File: config.mk
export PLATFORM = sky130hd
export DESIGN_NAME = game_timer
export DESIGN_NICKNAME = d
export VERILOG_FILES = /design/src/rtl/game_pkg.sv /design/src/rtl/bcd_down_counter.sv /design/src/rtl/game_timer.sv
export SDC_FILE = /design/constraint.sdc
export NUM_CORES = 1
export LEC_CHECK = 0
export ABC_AREA = 1
export CELL_PAD_IN_SITES_DETAIL_PLACEMENT = 1
export CELL_PAD_IN_SITES_GLOBAL_PLACEMENT = 1
export CORE_UTILIZATION = 30
export DETAILED_ROUTE_END_ITERATION = 12
export HOLD_SLACK_MARGIN = 0.08
export PLACE_DENSITY_LB_ADDON = 0.1
export SYNTH_ARGS = -nofsm -noshare
export SYNTH_HDL_FRONTEND = slang
export SYNTH_HIERARCHICAL = 1
export SYNTH_SLANG_ARGS = --single-unit
File: constraint.sdc
create_clock -name clk -period 2.3 [get_ports clk]
set_clock_uncertainty 0.2 [all_clocks]
set_input_delay 0.345 -clock clk [delete_from_list [all_inputs] [get_ports clk]]
set_output_delay 0.345 -clock clk [all_outputs]
set_load 0.01 [all_outputs]
File: src/rtl/game_pkg.sv
`default_nettype none
// ============================================================================
// Module      : game_pkg
// Description : Shared types and constants for the round timer and the HUD
//               digit drawing stage.
//               - timer_state_t : round timer FSM encoding
//               - GAME_TIME_S   : default round length in seconds
//               - LOW_TIME_S    : default low-time warning threshold in seconds
//               - to_bcd()      : 0..99 binary to packed {tens, ones} BCD
// Revision    : 1.0 - initial release
// ============================================================================
package game_pkg;

    typedef enum logic [1:0] {
        IDLE    = 2'd0,
        RUNNING = 2'd1,
        EXPIRED = 2'd2
    } timer_state_t;

    localparam int GAME_TIME_S = 60;
    localparam int LOW_TIME_S  = 10;

    // Only ever evaluated on constants (reset/load values); the divide never
    // reaches a datapath.
    function automatic logic [7:0] to_bcd(input logic [6:0] value);
        return {4'(value / 7'd10), 4'(value % 7'd10)};
    endfunction

endpackage
`default_nettype wire

File: src/rtl/bcd_down_counter.sv
`default_nettype none
// ============================================================================
// Module      : bcd_down_counter
// Description : Two-digit BCD down counter with synchronous load and a zero
//               flag. Decrements stop at 00 so the digits never underflow.
// Ports       : clk        in   system clock
//               rst        in   synchronous active-high reset (-> RESET_BCD)
//               load       in   load load_value (wins over dec)
//               load_value in   8  packed {tens, ones} BCD load value
//               dec        in   decrement by one
//               tens       out  4  tens digit
//               ones       out  4  ones digit
//               zero       out  1  both digits are zero
// Revision    : 1.0 - initial release
// ============================================================================
module bcd_down_counter #(
    parameter logic [7:0] RESET_BCD = 8'h00
) (
    input  logic       clk,
    input  logic       rst,
    input  logic       load,
    input  logic [7:0] load_value,
    input  logic       dec,
    output logic [3:0] tens,
    output logic [3:0] ones,
    output logic       zero
);

    logic [3:0] r_tens;
    logic [3:0] r_ones;

    always_ff @(posedge clk) begin
        if (rst) begin
            r_tens <= RESET_BCD[7:4];
            r_ones <= RESET_BCD[3:0];
        end else if (load) begin
            r_tens <= load_value[7:4];
            r_ones <= load_value[3:0];
        end else if (dec && !zero) begin
            if (r_ones == 4'd0) begin
                r_ones <= 4'd9;
                r_tens <= r_tens - 4'd1;
            end else begin
                r_ones <= r_ones - 4'd1;
            end
        end
    end

    assign tens = r_tens;
    assign ones = r_ones;
    assign zero = (r_tens == 4'd0) && (r_ones == 4'd0);

endmodule
`default_nettype wire

File: src/rtl/game_timer.sv
`default_nettype none
// ============================================================================
// Module      : game_timer
// Description : Round countdown timer. A prescaler divides clk down to one
//               second; each second seconds_left and its BCD digits count
//               down, and game_finished rises on the 1->0 step and holds
//               until rst_ctl or a new start pulse.
// Ports       : clk                  in   system clock
//               rst                  in   synchronous active-high reset
//               game_enable          in   level, round may count while high
//               game_enable_posedge  in   1-cycle start/restart pulse
//               rst_ctl              in   1-cycle soft reset back to IDLE
//               game_finished        out  level, round time expired
//               sec_tick             out  1-cycle pulse per second decrement
//               seconds_left         out  7  binary seconds remaining
//               time_tens            out  4  BCD tens digit of seconds_left
//               time_ones            out  4  BCD ones digit of seconds_left
//               time_low             out  seconds_left <= LOW_SECONDS
//                                         (RUNNING/EXPIRED only)
// Revision    : 1.0 - initial release
// ============================================================================
module game_timer
    import game_pkg::*;
#(
    parameter int CLK_HZ       = 65_000_000,
    parameter int GAME_SECONDS = GAME_TIME_S,
    parameter int LOW_SECONDS  = LOW_TIME_S
) (
    input  logic       clk,
    input  logic       rst,
    input  logic       game_enable,
    input  logic       game_enable_posedge,
    input  logic       rst_ctl,
    output logic       game_finished,
    output logic       sec_tick,
    output logic [6:0] seconds_left,
    output logic [3:0] time_tens,
    output logic [3:0] time_ones,
    output logic       time_low
);

    // A 1 Hz clock would give $clog2 = 0; keep at least one prescaler bit.
    localparam int               PRE_W       = (CLK_HZ > 1) ? $clog2(CLK_HZ) : 1;
    localparam logic [PRE_W-1:0] c_PRE_LAST  = PRE_W'(CLK_HZ - 1);
    localparam logic [6:0]       c_GAME_SECS = 7'(GAME_SECONDS);
    localparam logic [6:0]       c_LOW_SECS  = 7'(LOW_SECONDS);
    localparam logic [7:0]       c_GAME_BCD  = to_bcd(c_GAME_SECS);

    timer_state_t     r_state;
    timer_state_t     w_state_nxt;
    logic [PRE_W-1:0] r_prescaler;
    logic [PRE_W-1:0] w_prescaler_nxt;
    logic [6:0]       r_seconds;
    logic [6:0]       w_seconds_nxt;
    logic             r_finished;
    logic             w_finished_nxt;
    logic             r_sec_tick;
    logic             w_sec_tick_nxt;
    logic             r_time_low;
    logic             w_time_low_nxt;

    logic             w_count_en;
    logic             w_tick;
    logic             w_bcd_load;
    logic             w_bcd_zero;

    // Counting only happens when neither control pulse overrides this cycle.
    assign w_count_en = (r_state == RUNNING) && game_enable
                        && !rst_ctl && !game_enable_posedge;
    // The zero guard is redundant while RUNNING (seconds >= 1) but makes
    // underflow impossible regardless of state encoding.
    assign w_tick     = w_count_en && (r_prescaler == c_PRE_LAST) && !w_bcd_zero;
    assign w_bcd_load = rst_ctl || game_enable_posedge;

    // ------------------------------------------------------------------
    // State register
    // ------------------------------------------------------------------
    always_ff @(posedge clk) begin
        if (rst) begin
            r_state <= IDLE;
        end else begin
            r_state <= w_state_nxt;
        end
    end

    // ------------------------------------------------------------------
    // Next-state logic
    // ------------------------------------------------------------------
    always_comb begin
        w_state_nxt = r_state;
        if (rst_ctl) begin
            w_state_nxt = IDLE;
        end else if (game_enable_posedge) begin
            w_state_nxt = RUNNING;
        end else if (w_tick && (r_seconds == 7'd1)) begin
            w_state_nxt = EXPIRED;
        end
    end

    // ------------------------------------------------------------------
    // Output / datapath next values
    // ------------------------------------------------------------------
    always_comb begin
        w_prescaler_nxt = r_prescaler;
        w_seconds_nxt   = r_seconds;
        w_finished_nxt  = r_finished;
        w_sec_tick_nxt  = 1'b0;
        w_time_low_nxt  = r_time_low;
        if (rst_ctl) begin
            w_prescaler_nxt = '0;
            w_seconds_nxt   = c_GAME_SECS;
            w_finished_nxt  = 1'b0;
            w_time_low_nxt  = 1'b0;
        end else if (game_enable_posedge) begin
            w_prescaler_nxt = '0;
            w_seconds_nxt   = c_GAME_SECS;
            w_finished_nxt  = 1'b0;
            w_time_low_nxt  = (c_GAME_SECS <= c_LOW_SECS);
        end else begin
            if (w_count_en) begin
                w_prescaler_nxt = (r_prescaler == c_PRE_LAST) ? '0 : r_prescaler + PRE_W'(1);
            end
            if (w_tick) begin
                w_sec_tick_nxt = 1'b1;
                w_seconds_nxt  = r_seconds - 7'd1;
                if (r_seconds == 7'd1) begin
                    w_finished_nxt = 1'b1;
                end
            end
            // Registered from the post-edge seconds value so the flag moves
            // on the same edge as seconds_left.
            if (r_state == IDLE) begin
                w_time_low_nxt = 1'b0;
            end else begin
                w_time_low_nxt = (w_seconds_nxt <= c_LOW_SECS);
            end
        end
    end

    // ------------------------------------------------------------------
    // Output registers
    // ------------------------------------------------------------------
    always_ff @(posedge clk) begin
        if (rst) begin
            r_prescaler <= '0;
            r_seconds   <= c_GAME_SECS;
            r_finished  <= 1'b0;
            r_sec_tick  <= 1'b0;
            r_time_low  <= 1'b0;
        end else begin
            r_prescaler <= w_prescaler_nxt;
            r_seconds   <= w_seconds_nxt;
            r_finished  <= w_finished_nxt;
            r_sec_tick  <= w_sec_tick_nxt;
            r_time_low  <= w_time_low_nxt;
        end
    end

    bcd_down_counter #(
        .RESET_BCD (c_GAME_BCD)
    ) u_bcd (
        .clk        (clk),
        .rst        (rst),
        .load       (w_bcd_load),
        .load_value (c_GAME_BCD),
        .dec        (w_tick),
        .tens       (time_tens),
        .ones       (time_ones),
        .zero       (w_bcd_zero)
    );

    assign game_finished = r_finished;
    assign sec_tick      = r_sec_tick;
    assign seconds_left  = r_seconds;
    assign time_low      = r_time_low;

endmodule
`default_nettype wire

# Word level (Yosys, flattened, before mapping)

Cells that the tools add are included.

Shift-type cells: 0
Reductions and logical operators: 22
Bitwise operators: 0
Multipliers: 0
Eq/ne operators: 3
$add $sub $neg: 4
$lt $le $gt $ge: 1
Muxes and demuxes: 8
Div/mod/pow operators: 0

Operators with widths:

| operator                                                        | count |
|---|---|
| adder 26 x 1 -> 26 bit (second input constant)                  | 1 |
| equality test 26 bit (second input constant)                    | 1 |
| two-way mux 26 bit                                              | 1 |
| two-way mux 7 bit                                               | 3 |
| logical AND 1 bit                                               | 8 |
| zero test 4 bit                                                 | 2 |
| subtractor 4 x 1 -> 4 bit (second input constant)               | 2 |
| equality test 7 x 1 -> 1 bit (second input constant)            | 1 |
| less-or-equal comparator 7 x 4 -> 1 bit (second input constant) | 1 |
| subtractor 7 x 1 -> 7 bit (second input constant)               | 1 |
| two-way mux 4 bit                                               | 1 |
| AND reduction 2 bit                                             | 2 |
| OR reduction 2 bit                                              | 2 |
| OR reduction 4 bit                                              | 1 |
| zero test 1 bit                                                 | 3 |
| two-way mux 1 bit                                               | 3 |
| OR reduction 3 bit                                              | 1 |
| equality test 2 x 1 -> 1 bit (second input constant)            | 1 |
| zero test 2 bit                                                 | 1 |
| nonzero test 2 bit                                              | 1 |
| logical OR 1 bit                                                | 1 |

Bits in read-only memories: 0
Bits in latches: 0
Memories kept: 0
Flip-flop bits (word level): 46
Bits in writable memories: 0
Input bits: 5

# Depth between registers and ports, before layout

Depth in word-level cells: 10
Depth in mapped cells: 14

# Cells and area by module

Netlist, hierarchy kept.

By module, submodules not included:

| module           | area each (sq um) | times used | cells an instance | sequential area each (sq um) |
|---|---|---|---|---|
| game_timer       | 2,275.9           | 1          | 341               | 760.7 |
| bcd_down_counter | 563.0             | 1          | 86                | 160.2 |

# Least setup slack after synthesis

OpenSTA, ideal clock, no wires.

Path type: reg2reg
From: reg u_bcd.r_tens[0] (netlist: u_bcd/tens[0])
To: reg u_bcd.r_tens[0] (netlist: u_bcd/tens[0])
Clock period less this slack: 1.919 ns
Data required time: 1.990 ns
Stages on the path, launching flop included: 15
Arrival time: 1.609 ns
Path buffers: 0
Slack: 0.381 ns
Cell sequence: dfxtp_1 > inv_1 > ha_1 > nand2_2 > inv_1 > nand2_1 > inv_1 > inv_1 > nand3_2 > inv_2 > o21ai_2 > nand2_2 > nand3_2 > nand2_1 > nor2_2

Longest elaborated chain between the ends: 6
Elaborated cells on any way between the ends: 7

RTL lines:

| item                                 | line                   | source |
|---|---|---|
| start: declaration                   | bcd_down_counter.sv:29 | `logic [3:0] r_tens;` |
| start signal: assignment             | bcd_down_counter.sv:34 | `r_tens <= RESET_BCD[7:4];` |
| start signal: assignment             | bcd_down_counter.sv:37 | `r_tens <= load_value[7:4];` |
| start signal: assignment             | bcd_down_counter.sv:42 | `r_tens <= r_tens - 4'd1;` |
| zero test 4 bit                      | bcd_down_counter.sv:51 | `assign zero = (r_tens == 4'd0) && (r_ones == 4'd0);` |
| logical AND 1 bit                    | bcd_down_counter.sv:51 |  |
| via w_bcd_zero                       | game_timer.sv:65       | `logic w_bcd_zero;` |
| zero test 1 bit                      | game_timer.sv:72       | `assign w_tick = w_count_en && (r_prescaler == c_PRE_LAST) && !w_bcd_zero;` |
| logical AND 1 bit                    | game_timer.sv:72       |  |
| via w_tick                           | game_timer.sv:63       | `logic w_tick;` |
| logical AND 1 bit                    | bcd_down_counter.sv:39 | `end else if (dec && !zero) begin` |
| AND reduction 2 bit (no source line) | --                     |  |

The timed path passes the listed nets, and every way through them passes these cells.
A chain may end at the register's enable or synchronous reset.

# Worst setup path in the final report

From: reg u_bcd.r_tens[1] (netlist: u_bcd/tens[1])
To: reg r_time_low (netlist: time_low)

Longest elaborated chain between the ends: 8

RTL lines:

| item                                    | line                   | source |
|---|---|---|
| zero test 4 bit                         | bcd_down_counter.sv:51 |  |
| logical AND 1 bit                       | bcd_down_counter.sv:51 |  |
| via w_bcd_zero                          | game_timer.sv:65       |  |
| zero test 1 bit                         | game_timer.sv:72       |  |
| logical AND 1 bit                       | game_timer.sv:72       |  |
| two-way mux 7 bit                       | game_timer.sv:123      | `if (w_tick) begin` |
| two-way mux 7 bit                       | game_timer.sv:114      | `end else if (game_enable_posedge) begin` |
| two-way mux 7 bit                       | game_timer.sv:109      | `if (rst_ctl) begin` |
| less-or-equal comparator 7 x 4 -> 1 bit | game_timer.sv:135      | `w_time_low_nxt = (w_seconds_nxt <= c_LOW_SECS);` |
| end signal: assignment                  | game_timer.sv:155      | `r_time_low <= w_time_low_nxt;` |
| end: declaration                        | game_timer.sv:59       | `logic r_time_low;` |

The timed path passes the listed nets, and every way through them passes these cells. The select of a mux whose other input is x is not followed.

==> run metrics <==
# port buffers=22; Max Fanout on Critical Path=7; most frequent cells in the layout=nand2_1, nor2_1, inv_1; full die area=0.00986 mm2; Net count, final=483; CTS max path bufs=2; CTS tree=done; Row Count=35; delay-heaviest family, CP=simple AND/OR/NAND/NOR gates; crit path cell chain=inv_1 > ha_1 > nand2_2 > inv_1 > nand2_1 > inv_1 > inv_1 > nand4_2 > nand2_1 > o21ai_1 > nor2_1 > nand2_1 > nor2_1; Core Area=0.00920 mm2; # fillers=1,201; status=finished, final reports clean; hold crit path type=register to register; worst-case vdd ir drop=0.213 mV; Synth Flop Type=dfxtp_1; Initial DRT Pass Iterations=4; Tcrit/Tclk final=90.1%; Final Hold Vio Count=0; register area share after synthesis=32.4%; P_leak=1.34 nW; largest net degree at the start of global routing=14; CP required=2.35 ns; cell mode on critical path=inv_1; worst hold stages=2; Die Ht=99.3 um; Detailed Place HPWL=6460 um; Design Power=1.58 mW; Area Growth Syn to Fin=20.0%; CTS buffer count=5; GP Congestion=0.774; Worst Path Arrival=2.12 ns; Resized Gates After CTS=0; number of global-route vias before repair=2,937; share of cells above drive strength 1=14.8%; Clock Sink Count=46; die width=99.3 um; syn_area_per_cell=6.65 um2; Non-Filler Instances=585; Max H-tree Level=2; latest clock arrival within the worst-skew pair=0.30 ns; synthesized flop and latch total=46; Total Wirelength=7880 um; worst reg2reg path depth=13; fmax=483 MHz; post-route ant nets=0; commonest non-fill, non-tap cell in the layout=nand2_1; first-pass GRT wire length=13,800 um; Yosys warnings=6; crit end category=register; WL/cell=13.5 um; CP Depth=13; crit path time final=2.07 ns; pwr/cell area=463 mW/mm2; io pins=23; Pins Over Slew Limit=0; final instance area=0.00341 mm2; Slowest-stage cell, CP=dfxtp_1; placed cell count=577; Async S/R FF share, synth=0%; CP Launch Type=register; all-layer global routing usage=17.7%; via count=2,752; Max-Cap Viols=0; GRT overflow=0; setup tns final=0 ns; initial antenna violation count=0; Setup CP Type=register to register; endpoints failing setup=0; DRT iter0 DRCs=75; Cells after Synth=427; clk slew on worst S/H paths=0.09 ns; Worst path max stage delay=0.35 ns; Mapped Area=0.00284 mm2; # hold bufs at CTS=0; Critical path buffers and inverters=4; Clk Tree Root Cell=clkbuf_8; RSZ-0062 raised after global routing=false; initial core utilization=30.9%; DRC viols=0; unique cell type count in the Yosys netlist=44; drt via density=4.70; EDFF count, synth=0; antenna fix cells=0; dpl cell area=0.00330 mm2; post-CTS setup buffer count=0
where the power goes:
part           leakage (nW)  internal (mW)  switching [mW]
Combinational         0.916         0.0639          0.0784
Clock                0.0524          0.326           0.288
Sequential            0.373          0.808          0.0133
path summary, 6_finish.rpt:
check,from,end,slack [ns]
worst min register to register,game_finished,game_finished,0.26
worst max-delay path,u_bcd/tens[1],time_low,0.23
worst max register to register,u_bcd/tens[1],time_low,0.23
worst min-delay path,game_finished,game_finished,0.26
Yosys cell counts, types with 2 or more instances:
cell      instances  area share (%)
nand2_1          94              12
nor2_1           63             8.3
inv_1            54             7.1
dfxtp_1          46              32
a21oi_1          26             4.6
nand3_1          23             4.1
o21ai_0          15             2.6
nand4_1          14             3.1
inv_2             9             1.2
nor2_2            9             2.0
nand2_2           7             1.5
nor2_4            6             2.4
xor2_1            6             1.9
ha_1              5             2.2
nor3_1            4            0.71
nor3_2            4             1.4
a211oi_1          3            0.79
nand3_2           3             1.1
nand3b_1          3            0.79
a21o_1            2            0.53
buf_4             2            0.53
conb_1            2            0.26
nand4_2           2            0.88
nor4_1            2            0.44
o21ai_1           2            0.35
or2_2             2            0.44
xnor2_1           2            0.62
flip-flops by register name (all words and copies together), names as in the netlist:
register / flops
sec_tick: 1
time_low: 1
r_prescaler: 26
u_bcd/ones: 4
game_finished: 1
r_state: 2
seconds_left: 7
u_bcd/tens: 4
stage by stage:
step | hold slack [ns] | utilization, % | setup WS [ns]
6_report | 0.261 | 37.0 | 0.229
5_1_grt | 0.294 | 37.0 | 0.0178
4_1_cts | 0.267 | 37.0 | 0.214
3_5_place_dp | 0.249 | 35.9 | -0.00412
3_3_place_gp | 0.245 | 35.9 | 0.0454
2_1_floorplan | 0.214 | - | 0.381
metal layers:
metal	share of wire, %	wire length [um]	up-vias	global-route usage [%]
met5	0	0	-	0
met4	1.3	106	0	5.20
met3	2.2	176	8	2.95
met2	49	3850	30	30.6
met1	48	3740	1271	22.5
li1	-	-	1443	-
final cells by class:
type                            instances  area, um2  share of cell area [%]
Multi-Input combinational cell        317       1650                    48.5
Inverter                               64        240                    7.05
Sequential cell                        46        921                    27.0
Clock inverter                          1       30.0                   0.882
Tap cell                              111        139                    4.08
Timing Repair Buffer                   39        348                    10.2
Clock buffer                            7       76.3                    2.24
worst register-to-register path: stages (launching register included):
cell and delay [ns]:
dfxtp_1 0.35, inv_1 0.09, ha_1 0.20, nand2_2 0.12, inv_1 0.05, nand2_1 0.08
inv_1 0.07, inv_1 0.17, nand4_2 0.23, nand2_1 0.11, o21ai_1 0.07, nor2_1 0.12
nand2_1 0.06, nor2_1 0.09
cells by family (layout without fill, tap and decap cells):
kind of cell	after synthesis	in the layout	share of synthesized area (%)
buffers and inverters	70	111	10.2
adders and majority gates	5	5	2.20
other	2	8	0.265
and+or+nand+nor	242	242	41.5
AOI/OAI and AO/OA	54	54	11.0
xor gates and xnor gates	8	8	2.47
DFF	46	46	32.4
No activity file was read; power rests on OpenSTA's default activity.
